## src/rtl/wb_intercon_n.sv

```systemverilog
// Single-master to N-slave Wishbone interconnect with address-field slave decode and one-cycle ack/err.
// Optional ack timeout enabled by defining WB_INTERCON_TIMEOUT_EN.
module wb_intercon_n #(
    parameter int NUM_SLAVES = 4,
    parameter int ADDR_WIDTH = 26,
    parameter int DATA_WIDTH = 32,
    parameter int SEL_LSB    = 16,
    parameter int TIMEOUT    = 255,
    localparam int SW        = (NUM_SLAVES > 1) ? $clog2(NUM_SLAVES) : 1
) (
    input  logic                             clk_i,
    input  logic                             rst_i,
    input  logic [ADDR_WIDTH-1:0]            m_adr_i,
    input  logic [DATA_WIDTH-1:0]            m_dat_i,
    input  logic                             m_we_i,
    input  logic                             m_stb_i,
    input  logic                             m_cyc_i,
    input  logic                             m_tagn_i,
    output logic [DATA_WIDTH-1:0]            m_dat_o,
    output logic                             m_ack_o,
    output logic                             m_err_o,
    output logic                             m_tagn_o,
    output logic [ADDR_WIDTH-1:0]            s_adr_o,
    output logic [DATA_WIDTH-1:0]            s_dat_o,
    output logic                             s_we_o,
    output logic                             s_tagn_o,
    output logic [NUM_SLAVES-1:0]            s_cyc_o,
    output logic [NUM_SLAVES-1:0]            s_stb_o,
    input  logic [NUM_SLAVES*DATA_WIDTH-1:0] s_dat_i,
    input  logic [NUM_SLAVES-1:0]            s_ack_i,
    input  logic [NUM_SLAVES-1:0]            s_tagn_i,
    output logic                             busy_o,
    output logic [SW-1:0]                    sel_o
);

    if (NUM_SLAVES < 1 || NUM_SLAVES > 16) begin : g_bad_num_slaves
        $error("wb_intercon_n: NUM_SLAVES must be 1..16");
    end
    if (TIMEOUT < 1) begin : g_bad_timeout
        $error("wb_intercon_n: TIMEOUT must be >= 1");
    end
    if (SEL_LSB + SW > ADDR_WIDTH) begin : g_bad_sel_field
        $error("wb_intercon_n: slave-select field exceeds address width");
    end

    localparam logic [SW:0] NUM_S = (SW+1)'(NUM_SLAVES);

    typedef enum logic [2:0] {IDLE, ACTIVE, RESP, ERR, RELEASE} state_t;

    state_t                  state;
    state_t                  state_next;
    logic [SW-1:0]           req_idx;
    logic                    req_mapped;
    logic [NUM_SLAVES-1:0]   req_onehot;
    logic [NUM_SLAVES-1:0]   strobe;
    logic                    sel_ack;
    logic                    sel_tagn;
    logic [DATA_WIDTH-1:0]   sel_dat;
    logic                    timed_out;

    assign req_idx    = m_adr_i[SEL_LSB +: SW];
    assign req_mapped = {1'b0, req_idx} < NUM_S;

    // Decode the incoming request and mux back the currently selected slave's response.
    always_comb begin
        req_onehot = '0;
        sel_ack    = 1'b0;
        sel_dat    = '0;
        sel_tagn   = 1'b1;
        for (int i = 0; i < NUM_SLAVES; i++) begin
            req_onehot[i] = (req_idx == SW'(i));
            if (sel_o == SW'(i)) begin
                sel_ack  = s_ack_i[i];
                sel_dat  = s_dat_i[i*DATA_WIDTH +: DATA_WIDTH];
                sel_tagn = s_tagn_i[i];
            end
        end
    end

`ifdef WB_INTERCON_TIMEOUT_EN
    localparam int CW = $clog2(TIMEOUT + 1);

    logic [CW-1:0] to_cnt;

    // The cycle whose increment would reach TIMEOUT is the last one a slave gets to ack.
    assign timed_out = (to_cnt + CW'(1)) == CW'(TIMEOUT);

    always_ff @(posedge clk_i) begin
        if (rst_i) begin
            to_cnt <= '0;
        end else if (state == IDLE && state_next == ACTIVE) begin
            to_cnt <= '0;
        end else if (state == ACTIVE && !sel_ack) begin
            to_cnt <= to_cnt + CW'(1);
        end
    end
`else
    assign timed_out = 1'b0;
`endif

    always_ff @(posedge clk_i) begin
        if (rst_i) begin
            state <= IDLE;
        end else begin
            state <= state_next;
        end
    end

    // Abort beats ack, and ack beats timeout.
    always_comb begin
        state_next = state;
        case (state)
            IDLE: begin
                if (m_cyc_i && m_stb_i) begin
                    state_next = req_mapped ? ACTIVE : ERR;
                end
            end
            ACTIVE: begin
                if (!m_cyc_i) begin
                    state_next = IDLE;
                end else if (sel_ack) begin
                    state_next = RESP;
                end else if (timed_out) begin
                    state_next = ERR;
                end
            end
            RESP:    state_next = RELEASE;
            ERR:     state_next = RELEASE;
            RELEASE: begin
                if (!m_stb_i) begin
                    state_next = IDLE;
                end
            end
            default: state_next = IDLE;
        endcase
    end

    always_ff @(posedge clk_i) begin
        if (rst_i) begin
            strobe   <= '0;
            sel_o    <= '0;
            s_adr_o  <= '0;
            s_dat_o  <= '0;
            s_we_o   <= 1'b0;
            s_tagn_o <= 1'b1;
            m_dat_o  <= '0;
            m_tagn_o <= 1'b1;
        end else begin
            case (state)
                IDLE: begin
                    if (m_cyc_i && m_stb_i) begin
                        s_adr_o  <= m_adr_i;
                        s_dat_o  <= m_dat_i;
                        s_we_o   <= m_we_i;
                        s_tagn_o <= m_tagn_i;
                        sel_o    <= req_idx;
                        if (req_mapped) begin
                            strobe <= req_onehot;
                        end else begin
                            m_dat_o <= '0;
                        end
                    end
                end
                ACTIVE: begin
                    if (state_next != ACTIVE) begin
                        strobe <= '0;
                    end
                    if (state_next == RESP) begin
                        m_dat_o  <= sel_dat;
                        m_tagn_o <= sel_tagn;
                    end else if (state_next == ERR) begin
                        m_dat_o <= '0;
                    end
                end
                default: ;
            endcase
        end
    end

    assign s_cyc_o = strobe;
    assign s_stb_o = strobe;
    assign m_ack_o = (state == RESP);
    assign m_err_o = (state == ERR);
    assign busy_o  = (state != IDLE);

endmodule

```

## config.mk

```make
export PLATFORM = sky130hd
export DESIGN_NAME = wb_intercon_n
export DESIGN_NICKNAME = d
export VERILOG_FILES = /design/src/rtl/wb_intercon_n.sv
export SDC_FILE = /design/constraint.sdc
export NUM_CORES = 1
export LEC_CHECK = 0
export BUFFER_PORTS_ARGS = -buffer_cell sky130_fd_sc_hd__buf_2
export CAP_MARGIN = 20
export CORE_AREA = 2 2 120 122
export DETAILED_ROUTE_END_ITERATION = 7
export DIE_AREA = 0 0 122 124
export PLACE_DENSITY_LB_ADDON = 0.15
export SKIP_LAST_GASP = 1
export SLEW_MARGIN = 20
export SYNTH_ARGS = -nofsm -noshare
export SYNTH_HDL_FRONTEND = slang
export SYNTH_SLANG_ARGS = --single-unit
```

## constraint.sdc

```tcl
create_clock -name clk_i -period 2.6 [get_ports clk_i]
set_clock_uncertainty 0.2 [all_clocks]
set_input_delay 0.52 -clock clk_i [delete_from_list [all_inputs] [get_ports clk_i]]
set_output_delay 0.52 -clock clk_i [all_outputs]
set_load 0.1 [all_outputs]
```

==> results.json <==
{
  "antenna_left": 0,
  "wl_per_cell_um": 16.5,
  "setup_viol": 0,
  "layout_common_cells": "302 x buf_2, 98 x dfxtp_1, 92 x nand3_1, 92 x a21oi_1, 59 x o21ai_0",
  "fin_hold_ws_ns": 0.226,
  "tightest_slew_ns": 1.00,
  "period_needed_ns": 2.29,
  "drt-pass1-iter-count": 4,
  "stdcell_count": 959,
  "ys.warnings.count": 0,
  "min_path_type": "primary input to flop",
  "dr_total_vias": 4997,
  "synth_area_per_cell_sq_um": 9.47,
  "p_leak_uw": 0.00303,
  "finalHoldViolations": 0,
  "fin_tns_setup_ns": 0,
  "die_w_um": 122,
  "initial_utilization_pct": 35.5,
  "finalPower_uw": 4120,
  "finalCritPeriodShare_pct": 88.0,
  "timing.final.ws_setup_ns": 0.312,
  "cap_viol_max_count": 0,
  "crit_path_start_kind": "flop",
  "drc": 0,
  "synthCells": 515,
  "worstSetupPathType": "flop to output port",
  "cts_resized": 0,
  "layout.nets": 974,
  "routed_via_density": 5.21,
  "r2r_cells": 3,
  "worst_setup_path_end_kind": "output port",
  "grt_use_total_pct": 20.2,
  "hp-start": "m_adr_i[9]",
  "grt_first_pass_wirelength_mm": 24.1,
  "cp.arrival_ns": 1.57,
  "synth-seq-area-share_pct": 41.1,
  "final_common_cell": "buf_2",
  "reg2reg_to": "s_dat_o[19]$_SDFFE_PP0P_",
  "hold_buffers": 0,
  "rr_startpoint": "state[0]$_SDFF_PP0_",
  "power_density_nw_per_um2": 600,
  "n_antenna_cell": 0,
  "clock-sinks": 100,
  "r2r_slack_ns": 0.46,
  "grt_pass1_vias": 4850,
  "htreeDepth": 3,
  "min_to": "s_adr_o[9]$_SDFFE_PP0P_",
  "syn_area_sq_um": 4870,
  "rsz0062_at_grt": "no",
  "place_inst": 943,
  "grt_max_degree": 70,
  "synth-seq-cells": 100,
  "cts-root-buf": "clkbuf_16",
  "cts_inserted_buffers": 9,
  "cts_buffer_depth": 2,
  "drive_gt1_share_pct": 48.7,
  "grt_overflow": 0,
  "cts_tree": "yes",
  "required_ns": 1.88,
  "routed_wl_mm": 15.8,
  "dieArea_sq_um": 15100,
  "dp_slack_ns": 0.288,
  "status": "completed",
  "syn-num-nets": 715,
  "grt_antenna_before_repair": 0,
  "std_cell_rows": 43,
  "ios": 306,
  "clk_latency_ns": 0.34,
  "yosysUniqueCellTypes": 29,
  "cts.clk_slew.worst_paths_ns": 0.07,
  "place_hpwl_mm": 11.7,
  "area_delta_synth_final_pct": 40.9,
  "worstPathMaxFanout": 11,
  "port_buffers": 305,
  "min_path_cells": 3,
  "drv_slew": 0,
  "place_congestion": 0.828,
  "drtIter0Drc": 256,
  "ir_drop_uv": 331,
  "timing.fmax_ghz": 0.437,
  "slew_headroom_pct": 33.2,
  "die_h_um": 124,
  "core_sq_um": 13700,
  "cts_setup_buffers": 0
}
[sequential cells by signal, summed over array words and instances, names as in the netlist]
signal,cells
s_cyc_o,4
state,3
s_tagn_o,1
s_dat_o,32
m_dat_o,32
s_adr_o,26
s_we_o,1
m_tagn_o,1
[metal layers]
metal	part of all wire (%)	vias to the layer above	track usage, %
met2	49	197	34.6
met3	7.6	19	4.95
met5	0	-	0
met1	41	2349	24.8
met4	1.7	0	7.04
li1	-	2432	-
[worst max-delay path, stage by stage (launching register included)]
cell and delay, ns:
dfxtp_1 0.58, inv_1 0.10, nor2_2 0.11, buf_2 0.44
[worst max-delay path by stage]
| stage | cells after the start | slack, ns | startpoint | to |
|---|---|---|---|---|
| 2_1_floorplan | 5 | 0.07 | s_adr_o[17]$_SDFFE_PP0P_ | m_tagn_o$_SDFFE_PP1P_ |
| 3_3_place_gp | 5 | 0.35 | s_ack_i[3] | m_dat_o[28]$_SDFFE_PP0P_ |
| 3_5_place_dp | 5 | 0.29 | s_ack_i[3] | m_dat_o[24]$_SDFFE_PP0P_ |
| 4_1_cts | 3 | 0.29 | state[0]$_SDFF_PP0_ | m_err_o |
| 5_1_grt | 3 | 0.19 | s_adr_o[16]$_SDFFE_PP0P_ | s_adr_o[16] |
| 6_report | 3 | 0.31 | state[0]$_SDFF_PP0_ | m_err_o |
[cells by family (layout without fill, tap and decap cells)]
group           Yosys count  count (layout)  share of synthesized area (%)
compound gates          199             199                           25.0
flops                   100             100                           41.1
mux                      34              34                           15.7
buf+inv                  69             333                           6.08
simple gates            113             113                           12.1
[where the power goes]
part,leakage [uW],internal [uW],switching [uW],total (uW)
clock network,0.000166,900,580,1480
logic,0.00205,302,721,1020
registers,0.000814,1590,31.1,1620
total,0.00303,2790,1330,4120
[metrics by stage]
step | cell area, sq um | util (%)
5_1_grt | 6870 | 50.1
2_1_floorplan | 4880 | -
6_report | 6870 | 50.1
3_3_place_gp | 6530 | 47.6
4_1_cts | 6870 | 50.1
3_5_place_dp | 6530 | 47.6
[Yosys cell counts]
cell type | n | share of area (%)
a2111oi_2 | 1 | 0.31
a211o_1 | 2 | 0.36
a211oi_2 | 4 | 1.0
a21bo_1 | 32 | 6.6
a21oi_1 | 92 | 9.4
a31oi_1 | 6 | 0.77
a41oi_1 | 2 | 0.36
and3_1 | 1 | 0.13
and3b_1 | 1 | 0.18
and4bb_1 | 1 | 0.26
buf_1 | 4 | 0.31
buf_2 | 9 | 0.92
buf_4 | 7 | 1.1
clkbuf_1 | 48 | 3.7
dfxtp_1 | 100 | 41
inv_1 | 1 | 0.077
mux4_2 | 34 | 16
nand2_1 | 1 | 0.077
nand2b_1 | 2 | 0.26
nand3_1 | 92 | 9.4
nand3b_1 | 2 | 0.31
nor2_1 | 5 | 0.39
nor2b_1 | 4 | 0.51
nor3b_1 | 1 | 0.15
o21ai_0 | 59 | 6.1
o21ai_1 | 1 | 0.10
or2_2 | 1 | 0.13
or3_1 | 1 | 0.13
or3b_1 | 1 | 0.18
[cell type report]
| cell class | instances | area, sq um |
|---|---|---|
| clock buffer | 11 | 253 |
| clock inverter | 5 | 82.6 |
| fill | 1306 | 6850 |
| inverter | 1 | 3.75 |
| multi-input combinational | 346 | 2590 |
| sequential | 100 | 2000 |
| tap | 180 | 225 |
| timing repair buffer | 316 | 1700 |
Note: power is estimated with default switching activity, not from simulation.
